`src/rtl/ex_muldiv_pkg.sv`:
```
// Shared encodings for the execute-stage multiply/divide unit.
// The ops and FSM states live here so that decode and EX agree on one definition.
package ex_muldiv_pkg;

    localparam logic [2:0] md_op_mult  = 3'd0;
    localparam logic [2:0] md_op_multu = 3'd1;
    localparam logic [2:0] md_op_div   = 3'd2;
    localparam logic [2:0] md_op_divu  = 3'd3;
    localparam logic [2:0] md_op_mthi  = 3'd4;
    localparam logic [2:0] md_op_mtlo  = 3'd5;

    typedef enum logic [1:0] {
        md_st_idle = 2'd0,
        md_st_calc = 2'd1,
        md_st_done = 2'd2
    } md_state_e;

    function automatic logic is_div_op(input logic [2:0] op);
        return (op == md_op_div) || (op == md_op_divu);
    endfunction

    // Absolute value when the operand is to be treated as signed; raw otherwise.
    function automatic logic [31:0] mag(input logic [31:0] v, input logic sgn);
        return (sgn && v[31]) ? (~v + 32'd1) : v;
    endfunction

endpackage

```
`src/rtl/ex_muldiv_if.sv`:
```
// ID/EX-side bundle of the muldiv unit: operands and control in, stall and HI/LO out.
interface ex_muldiv_if;
    logic        ex_start;
    logic [2:0]  ex_op;
    logic [31:0] ex_rdata1;
    logic [31:0] ex_rdata2;
    logic        flush;
    logic        stall_req;
    logic        busy;
    logic [31:0] hi;
    logic [31:0] lo;

    modport master (
        output ex_start, ex_op, ex_rdata1, ex_rdata2, flush,
        input  stall_req, busy, hi, lo
    );

    modport slave (
        input  ex_start, ex_op, ex_rdata1, ex_rdata2, flush,
        output stall_req, busy, hi, lo
    );
endinterface

```
`src/rtl/ex_muldiv_div_core.sv`:
```
// 32-step unsigned restoring divider; one quotient bit per cycle after start.
// done is high during the final step, so results are stable the following cycle.
module div_core (
    input  logic        clk,
    input  logic        rst,
    input  logic        start,
    input  logic        flush,
    input  logic [31:0] dividend,
    input  logic [31:0] divisor,
    output logic [31:0] quotient,
    output logic [31:0] remainder,
    output logic        done
);

    logic [31:0] rem_q, rem_d, quot_q, quot_d, dvs_q, dvs_d;
    logic [4:0]  cnt_q, cnt_d;
    logic        run_q, run_d;
    logic [32:0] shifted;
    logic [33:0] diff;

    always_comb begin
        shifted = {rem_q, quot_q[31]};
        diff    = {1'b0, shifted} - {2'b00, dvs_q};
        rem_d   = rem_q;
        quot_d  = quot_q;
        dvs_d   = dvs_q;
        cnt_d   = cnt_q;
        run_d   = run_q;
        done    = run_q && (cnt_q == 5'd31) && !flush;
        if (flush) begin
            run_d = 1'b0;
        end else if (start) begin
            rem_d  = '0;
            quot_d = dividend;
            dvs_d  = divisor;
            cnt_d  = '0;
            run_d  = 1'b1;
        end else if (run_q) begin
            // A borrow out of the 34-bit trial means the divisor did not fit.
            if (!diff[33]) begin
                rem_d  = diff[31:0];
                quot_d = {quot_q[30:0], 1'b1};
            end else begin
                rem_d  = shifted[31:0];
                quot_d = {quot_q[30:0], 1'b0};
            end
            cnt_d = cnt_q + 5'd1;
            if (cnt_q == 5'd31) run_d = 1'b0;
        end
    end

    always_ff @(posedge clk) begin
        if (rst) begin
            rem_q  <= '0;
            quot_q <= '0;
            dvs_q  <= '0;
            cnt_q  <= '0;
            run_q  <= 1'b0;
        end else begin
            rem_q  <= rem_d;
            quot_q <= quot_d;
            dvs_q  <= dvs_d;
            cnt_q  <= cnt_d;
            run_q  <= run_d;
        end
    end

    assign quotient  = quot_q;
    assign remainder = rem_q;

endmodule

```
`src/rtl/ex_muldiv.sv`:
```
// EX-stage multiply/divide unit holding HI/LO. Multiplies and moves finish in one
// cycle; divides stall the front end while div_core iterates, then commit in DONE.
module ex_muldiv
    import ex_muldiv_pkg::*;
(
    input  logic        clk,
    input  logic        rst,
    ex_muldiv_if.slave  md
);

    md_state_e   state_q, state_d;
    logic [31:0] hi_q, hi_d, lo_q, lo_d;
    logic        busy_q;
    logic        neg_quo_q, neg_quo_d, neg_rem_q, neg_rem_d, dz_q, dz_d;

    logic        op_signed, core_start, core_done;
    logic [32:0] ext_a, ext_b;
    logic [63:0] prod;
    logic [31:0] core_quo, core_rem;

    assign op_signed = (md.ex_op == md_op_mult) || (md.ex_op == md_op_div);
    assign ext_a     = {op_signed & md.ex_rdata1[31], md.ex_rdata1};
    assign ext_b     = {op_signed & md.ex_rdata2[31], md.ex_rdata2};
    assign prod      = 64'($signed(ext_a)) * 64'($signed(ext_b));

    assign core_start = (state_q == md_st_idle) && md.ex_start && is_div_op(md.ex_op) && !md.flush;

    div_core u_div (
        .clk       (clk),
        .rst       (rst),
        .start     (core_start),
        .flush     (md.flush),
        .dividend  (mag(md.ex_rdata1, op_signed)),
        .divisor   (mag(md.ex_rdata2, op_signed)),
        .quotient  (core_quo),
        .remainder (core_rem),
        .done      (core_done)
    );

    always_comb begin
        state_d   = state_q;
        hi_d      = hi_q;
        lo_d      = lo_q;
        neg_quo_d = neg_quo_q;
        neg_rem_d = neg_rem_q;
        dz_d      = dz_q;
        if (md.flush) begin
            state_d = md_st_idle;
        end else begin
            case (state_q)
                md_st_idle: if (md.ex_start) begin
                    case (md.ex_op)
                        md_op_mult, md_op_multu: {hi_d, lo_d} = prod;
                        md_op_mthi: hi_d = md.ex_rdata1;
                        md_op_mtlo: lo_d = md.ex_rdata1;
                        md_op_div, md_op_divu: begin
                            state_d   = md_st_calc;
                            neg_quo_d = op_signed && (md.ex_rdata1[31] ^ md.ex_rdata2[31]);
                            neg_rem_d = op_signed && md.ex_rdata1[31];
                            dz_d      = (md.ex_rdata2 == 32'd0);
                        end
                        default: ;
                    endcase
                end
                md_st_calc: if (core_done) state_d = md_st_done;
                md_st_done: begin
                    // On divide-by-zero the remainder is the dividend magnitude, so the
                    // dividend-sign fix below returns the original rs value unchanged.
                    lo_d    = dz_q ? 32'hFFFF_FFFF : (neg_quo_q ? (~core_quo + 32'd1) : core_quo);
                    hi_d    = neg_rem_q ? (~core_rem + 32'd1) : core_rem;
                    state_d = md_st_idle;
                end
                default: state_d = md_st_idle;
            endcase
        end
    end

    always_ff @(posedge clk) begin
        if (rst) begin
            state_q   <= md_st_idle;
            hi_q      <= '0;
            lo_q      <= '0;
            busy_q    <= 1'b0;
            neg_quo_q <= 1'b0;
            neg_rem_q <= 1'b0;
            dz_q      <= 1'b0;
        end else begin
            state_q   <= state_d;
            hi_q      <= hi_d;
            lo_q      <= lo_d;
            busy_q    <= (state_d != md_st_idle);
            neg_quo_q <= neg_quo_d;
            neg_rem_q <= neg_rem_d;
            dz_q      <= dz_d;
        end
    end

    assign md.stall_req = !md.flush &&
                          (((state_q == md_st_idle) && md.ex_start && is_div_op(md.ex_op)) ||
                           (state_q == md_st_calc));
    assign md.busy = busy_q;
    assign md.hi   = hi_q;
    assign md.lo   = lo_q;

endmodule

```
`src/flat_wrapper.sv`:
```
// flat-port wrapper written by rule: the top's interface ports become plain ports
module ex_muldiv_flat import ex_muldiv_pkg::*;
  (clk, rst, md_ex_start, md_ex_op, md_ex_rdata1, md_ex_rdata2, md_flush, md_stall_req, md_busy, md_hi, md_lo);
  ex_muldiv_if md_i ();
  input  logic clk;
  input  logic rst;
  input wire logic [$bits(md_i.ex_start)-1:0] md_ex_start;
  input wire logic [$bits(md_i.ex_op)-1:0] md_ex_op;
  input wire logic [$bits(md_i.ex_rdata1)-1:0] md_ex_rdata1;
  input wire logic [$bits(md_i.ex_rdata2)-1:0] md_ex_rdata2;
  input wire logic [$bits(md_i.flush)-1:0] md_flush;
  output wire logic [$bits(md_i.stall_req)-1:0] md_stall_req;
  output wire logic [$bits(md_i.busy)-1:0] md_busy;
  output wire logic [$bits(md_i.hi)-1:0] md_hi;
  output wire logic [$bits(md_i.lo)-1:0] md_lo;
  assign md_i.ex_start = md_ex_start;
  assign md_i.ex_op = md_ex_op;
  assign md_i.ex_rdata1 = md_ex_rdata1;
  assign md_i.ex_rdata2 = md_ex_rdata2;
  assign md_i.flush = md_flush;
  assign md_stall_req = md_i.stall_req;
  assign md_busy = md_i.busy;
  assign md_hi = md_i.hi;
  assign md_lo = md_i.lo;
  ex_muldiv u_core (.clk(clk), .rst(rst), .md(md_i));
endmodule
```
`config.mk`:
```
export PLATFORM = sky130hd
export DESIGN_NAME = ex_muldiv_flat
export DESIGN_NICKNAME = d
export VERILOG_FILES = /design/src/rtl/ex_muldiv_pkg.sv /design/src/rtl/ex_muldiv_if.sv /design/src/rtl/ex_muldiv_div_core.sv /design/src/rtl/ex_muldiv.sv /design/src/flat_wrapper.sv
export SDC_FILE = /design/constraint.sdc
export NUM_CORES = 2
export LEC_CHECK = 0
export BUFFER_PORTS_ARGS = -buffer_cell sky130_fd_sc_hd__buf_4
export CORE_ASPECT_RATIO = 0.6
export CORE_UTILIZATION = 40
export DETAILED_ROUTE_END_ITERATION = 8
export HOLD_SLACK_MARGIN = 0.02
export SYNTH_ARGS = -nofsm -noshare
export SYNTH_HDL_FRONTEND = slang
export SYNTH_SLANG_ARGS = --single-unit
```
`constraint.sdc`:
```
create_clock -name clk -period 14.32 [get_ports clk]
set_input_delay 2.864 -clock clk [delete_from_list [all_inputs] [get_ports clk]]
set_output_delay 2.864 -clock clk [all_outputs]
set_load 0.01 [all_outputs]
```
# --- Yosys cells after proc, flatten, opt, wreduce, memory -nomap -nowiden ---
# Cells that the tools add are included.
word_totals:
  regBits: 172
  in_bits: 71
  out_inout_bits: 66
  wordCells: 92
op_classes:
  add_sub_neg: 6
  mul: 1
  n_eq_ne: 11
  muxes: 27
  bitwise_logic: 8
  n_reduce_logical: 27
ops:
  columns: ["cell", "count"]
  rows:
  - ["2-to-1 mux 32 bit", 12]
  - ["one-hot mux 32 bit (2 select lines)", 4]
  - ["adder 32 x 1 -> 32 bit, second input constant", 4]
  - ["NOT 32 bit", 4]
  - ["multiplier 33 x 33 -> 64 bit", 1]
  - ["subtractor 33 x 32 -> 34 bit", 1]
  - ["zero test 32 bit", 1]
  - ["AND reduction 4 bit", 3]
  - ["2-to-1 mux 5 bit", 2]
  - ["logical AND 1 bit", 9]
  - ["2-to-1 mux 2 bit", 4]
  - ["equality test 3 x 2 -> 1 bit, second input constant", 2]
  - ["equality test 3 bit, second input constant", 2]
  - ["!= test 3 bit, second input constant", 2]
  - ["nonzero test 2 bit", 3]
  - ["OR reduction 2 bit", 3]
  - ["adder 5 x 1 -> 5 bit, second input constant", 1]
  - ["equality test 5 bit, second input constant", 1]
  - ["2-to-1 mux 1 bit", 4]
  - ["one-hot mux 2 bit (2 select lines)", 1]
  - ["AND reduction 2 bit", 2]
  - ["equality test 3 x 1 -> 1 bit, second input constant", 1]
  - ["zero test 3 bit", 1]
  - ["logical OR 1 bit", 3]
  - ["8 further kinds", 9]

# --- Longest topological paths before layout ---
logic_depth:
  depth_word: 7
  ltp_mapped: 32
  ltp_nobuf: 28

# --- Cells and area by module ---
# A second synthesis with hierarchy kept.
hier_totals:
  hier_cells: 5926
  hier_area_um2: 50098.0
modules_own_cells:
  columns: ["mod", "n_inst", "cells_each", "area_per_inst_um2", "seq_area_each_um2"]
  rows:
  - ["ex_muldiv", 1, 5105, 44057.3, 1401.3]
  - ["div_core", 1, 821, 6040.8, 2042.0]

# --- Least setup slack after synthesis ---
# No wires, ideal clock.
synth_timing:
  path_type: "input port to flip-flop"
  start: "input port md_ex_op[2]"
  end: "register u_core.hi_q[26], in the netlist u_core.md.hi[26]"
  setup_time_ns: 0.101
  arrival_time_ns: 10.678
  t_required_ns: 14.219
  slack_ns: 3.541
  cell_stages: 29
  path_buffers: 3
  cell_sequence: "clkbuf_1 -> nor2_1 -> and2_1 -> clkbuf_1 -> buf_1 -> nand2_1 -> inv_1 -> fa_1 -> inv_1 -> fa_1 -> inv_1 -> fa_1 -> fa_1 -> inv_1 -> fa_1 -> inv_1 -> fa_1 -> inv_1 -> fa_1 -> fa_1 -> inv_1 -> ha_1 -> a21oi_1 -> a31oi_1 -> o21ai_0 -> a211oi_1 -> o21ai_0 -> mux2_2 -> o41ai_1"
synth_between:
  elab_chain_cells: 7
  elab_cells_between_ends: 14
  classes_between: "mul: 1; eq/ne: 4; mux: 3; bitwise: 2; reduce/logical: 4"
synth_rtl:
  columns: ["element", "line_no", "source"]
  rows:
  - ["start, declared", "flat_wrapper.sv:8", "input wire logic [$bits(md_i.ex_op)-1:0] md_ex_op;"]
  - ["equality test 3 x 2 -> 1 bit / zero test 3 bit (equally long branches)", "ex_muldiv.sv:21, ex_muldiv.sv:52", null]
  - ["logical OR 1 bit", "ex_muldiv.sv:21", "assign op_signed = (md.ex_op == md_op_mult) || (md.ex_op == md_op_div);"]
  - ["bitwise AND 1 bit (on tied branches)", "ex_muldiv.sv:22, ex_muldiv.sv:23", null]
  - ["multiplier 33 x 33 -> 64 bit", "ex_muldiv.sv:24", "assign prod = 64'($signed(ext_a)) * 64'($signed(ext_b));"]
  - ["one-hot mux 32 bit (2 select lines)", "ex_muldiv.sv:52", "case (md.ex_op)"]
  - ["2-to-1 mux 32 bit", "ex_muldiv.sv:51", "md_st_idle: if (md.ex_start) begin"]
  - ["one-hot mux 32 bit (2 select lines)", "ex_muldiv.sv:50", "case (state_q)"]
  - ["end signal, assigned", "ex_muldiv.sv:89", "hi_q <= hi_d;"]
  - ["end, declared", "ex_muldiv.sv:12", "logic [31:0] hi_q, hi_d, lo_q, lo_d;"]
# Parallel ways exist; a longest one is shown, timed or not. The select of a mux whose other input is x is not followed.
# A chain may end at the register's enable or synchronous reset.

# --- Worst setup path after layout ---
layout_timing:
  start: "input port md_ex_op[0]"
  end: "register u_core.hi_q[26], in the netlist u_core.md.hi[26]"
# The elaborated chain is that of the path after synthesis.

==> results.sh <==
export IMPL_synth_main_ff_cell="dfxtp_1"
export IMPL_ys_seq_elements=172
export IMPL_cp_max_fo=24
export IMPL_start_kind="input pin"
export IMPL_layout_commonest_cell="inv_1"
export IMPL_syn_to_final_growth_pct=5.38
export IMPL_drc=0
export IMPL_antenna_found_initial=14
export IMPL_wire_per_inst_um=22.2
export IMPL_drive_above_1_share_pct=4.52
export IMPL_cts_path_max_buffers=3
export IMPL_syn_num_nets=7312
export IMPL_path_clk_slew_ps=70
export IMPL_fp_coreArea_um2=124000
export IMPL_vias_per_cell=5.47
export IMPL_root_buffer="clkbuf_16"
export IMPL_design_area_um2=52800
export IMPL_crit_path_frequent_cell="fa_1"
export IMPL_grt_use_total_pct=26.5
export IMPL_syn_avg_cell_area_um2=8.54
export IMPL_synth_area_leaders="fa_1, inv_1, nand2_1, dfxtp_1, ha_1"
export IMPL_synth_area_leader_cell="fa_1"
export IMPL_fillCellCount=12500
export IMPL_mostFrequentLayoutCells="inv_1, fa_1, nand2_1, and2_1, ha_1"
export IMPL_ant_nets=0
export IMPL_cts_setup_buffers=0
export IMPL_final_hold_violation_count=0
export IMPL_hold_buffers=0
export IMPL_rsz0062_at_grt="no"
export IMPL_numCtsBuffers=25
export IMPL_die_w_um=459
export IMPL_die_area_um2=127000
export IMPL_slew_viol_final=0
export IMPL_nets=7129
export IMPL_yosys_warnings=0
export IMPL_io_buffers=136
export IMPL_ctsHtreeMaxLevel=4
export IMPL_synth_edf_count=0
export IMPL_wl_um=164000
export IMPL_crit_type="input pin to register"
export IMPL_cp_arrival_ps=12670
export IMPL_period_share_pct=85.8
export IMPL_fmax_mhz=81.4
export IMPL_end_kind="register"
export IMPL_grt_overflow_total=0
export IMPL_synth_top_area_share_pct=45.0
export IMPL_dp_slack_ps=1770
export IMPL_drv_cap=0
export IMPL_clock_latency_ps=510
export IMPL_utilization_pct=42.5
export IMPL_initial_core_util_pct=40.4
export IMPL_min_period_ps=12290
export IMPL_placed_area_um2=52100
export IMPL_place_hpwl_um=119000
export IMPL_layout_setup_ws_ps=2030
export IMPL_grt_max_degree=87
export IMPL_seq_area_frac_synth_pct=6.87
export IMPL_row_count=100
export IMPL_die_y_um=276
export IMPL_vias=40300
export IMPL_cts_tree="yes"
export IMPL_dr_pass1_iters=6
export IMPL_cts_sinks=172
export IMPL_worstMarginPinSlew_ps=1270
export IMPL_ios=137
export IMPL_setup_tns_ps=0
export IMPL_grt_first_pass_wirelength_um=257000
export IMPL_cts_repair_resized=0
export IMPL_status="completed"
export IMPL_clock_skew_ps=19.3
export IMPL_syn_area_um2=50100
export IMPL_drt_iter0_drc=3879
export IMPL_slowest_delay_ps=720
export IMPL_min_path_type="register to register"
export IMPL_synthArstFlopShare_pct=0
export IMPL_crit_required_ps=14710
export IMPL_slew_headroom_pct=14.9
export IMPL_syn_inst=5864
export IMPL_synth_cell_types=83
export IMPL_finalSetupViolCount=0
export IMPL_slowest_stage="fa_1"
export IMPL_grt_pass1_vias=42300
export IMPL_globalplace_congestion=0.960
sequential cells by signal (all words and copies together) (netlist names), 2 cells and up:
| name | count |
|---|---|
| u_core.md.lo | 32 |
| u_core.state_q | 2 |
| u_core.u_div.dvs_q | 32 |
| u_core.u_div.cnt_q | 5 |
| u_core.u_div.remainder | 32 |
| u_core.u_div.quotient | 32 |
| u_core.md.hi | 32 |
cell usage after synthesis, types with 50 or more instances:
cell type and instances:
a211oi_1 50, a21o_1 58, a21oi_1 158, and2_1 273, buf_1 78, clkbuf_1 289, dfxtp_1 172, fa_1 1126
ha_1 251, inv_1 1241, nand2_1 1003, nor2_1 212, o21ai_0 151, xnor2_1 113, xor2_1 92
cell families after synthesis:
logic type / count (synthesis) / share of synthesized area, %
compound gates: 701 / 9.44
fa+ha+maj: 1377 / 51.3
mux: 38 / 0.764
simple gates: 1748 / 15.8
xor+xnor: 205 / 3.58
buf+inv: 1623 / 12.2
flops: 172 / 6.87
path summary, 6_finish.rpt:
path | cells after the start | from | end | slack (ps)
min reg2reg | 2 | u_core.md.lo[31]$_SDFFE_PP0P_ | u_core.md.lo[31]$_SDFFE_PP0P_ | 460
min | 2 | u_core.md.lo[31]$_SDFFE_PP0P_ | u_core.md.lo[31]$_SDFFE_PP0P_ | 460
max reg2reg | 11 | u_core.u_div.remainder[6]$_SDFFE_PP0P_ | u_core.u_div.remainder[6]$_SDFFE_PP0P_ | 9620
max | 29 | md_ex_op[0] | u_core.md.hi[26]$_SDFFE_PP0P_ | 2030
stage by stage:
stage                     cells  hold slack [ps]
after detailed placement   7337              447
final                      7373              456
after floorplan            5864              432
after global routing       7372              475
after global placement     7337              441
after CTS                  7369              459
per-layer routing:
layer,up-vias,part of all wire [%],track usage (%)
met1,20800,44,38.6
met2,1869,43,39.7
met5,-,0.027,0
met4,6,2.6,6.23
met3,236,10,6.01
li1,17400,-,-
area by class of cell:
class / count / area (um^2) / area share, %
Sequential cell: 172 / 3440 / 6.52
Inverter: 1241 / 4660 / 8.82
Multi-Input combinational cell: 4069 / 40600 / 76.9
Clock buffer: 28 / 657 / 1.24
Antenna cell: 4 / 10.0 / 0.0190
Clock inverter: 4 / 47.5 / 0.0901
Timing Repair Buffer: 172 / 1290 / 2.45
Tap cell: 1683 / 2110 / 3.99
worst max-delay path, delay by kind of cell:
family                   cells  cell delay [ps]
AO/OA/AOI/OAI                6             1610
AND/OR/NAND/NOR              5             1600
multiplexers                 1              290
buffers and inverters        8             1570
adder cells (fa/ha/maj)      9             4690
Power is left out: the tool's default activity adds up to more than one toggle a clock period on the data nets, which glitch-free logic cannot reach.
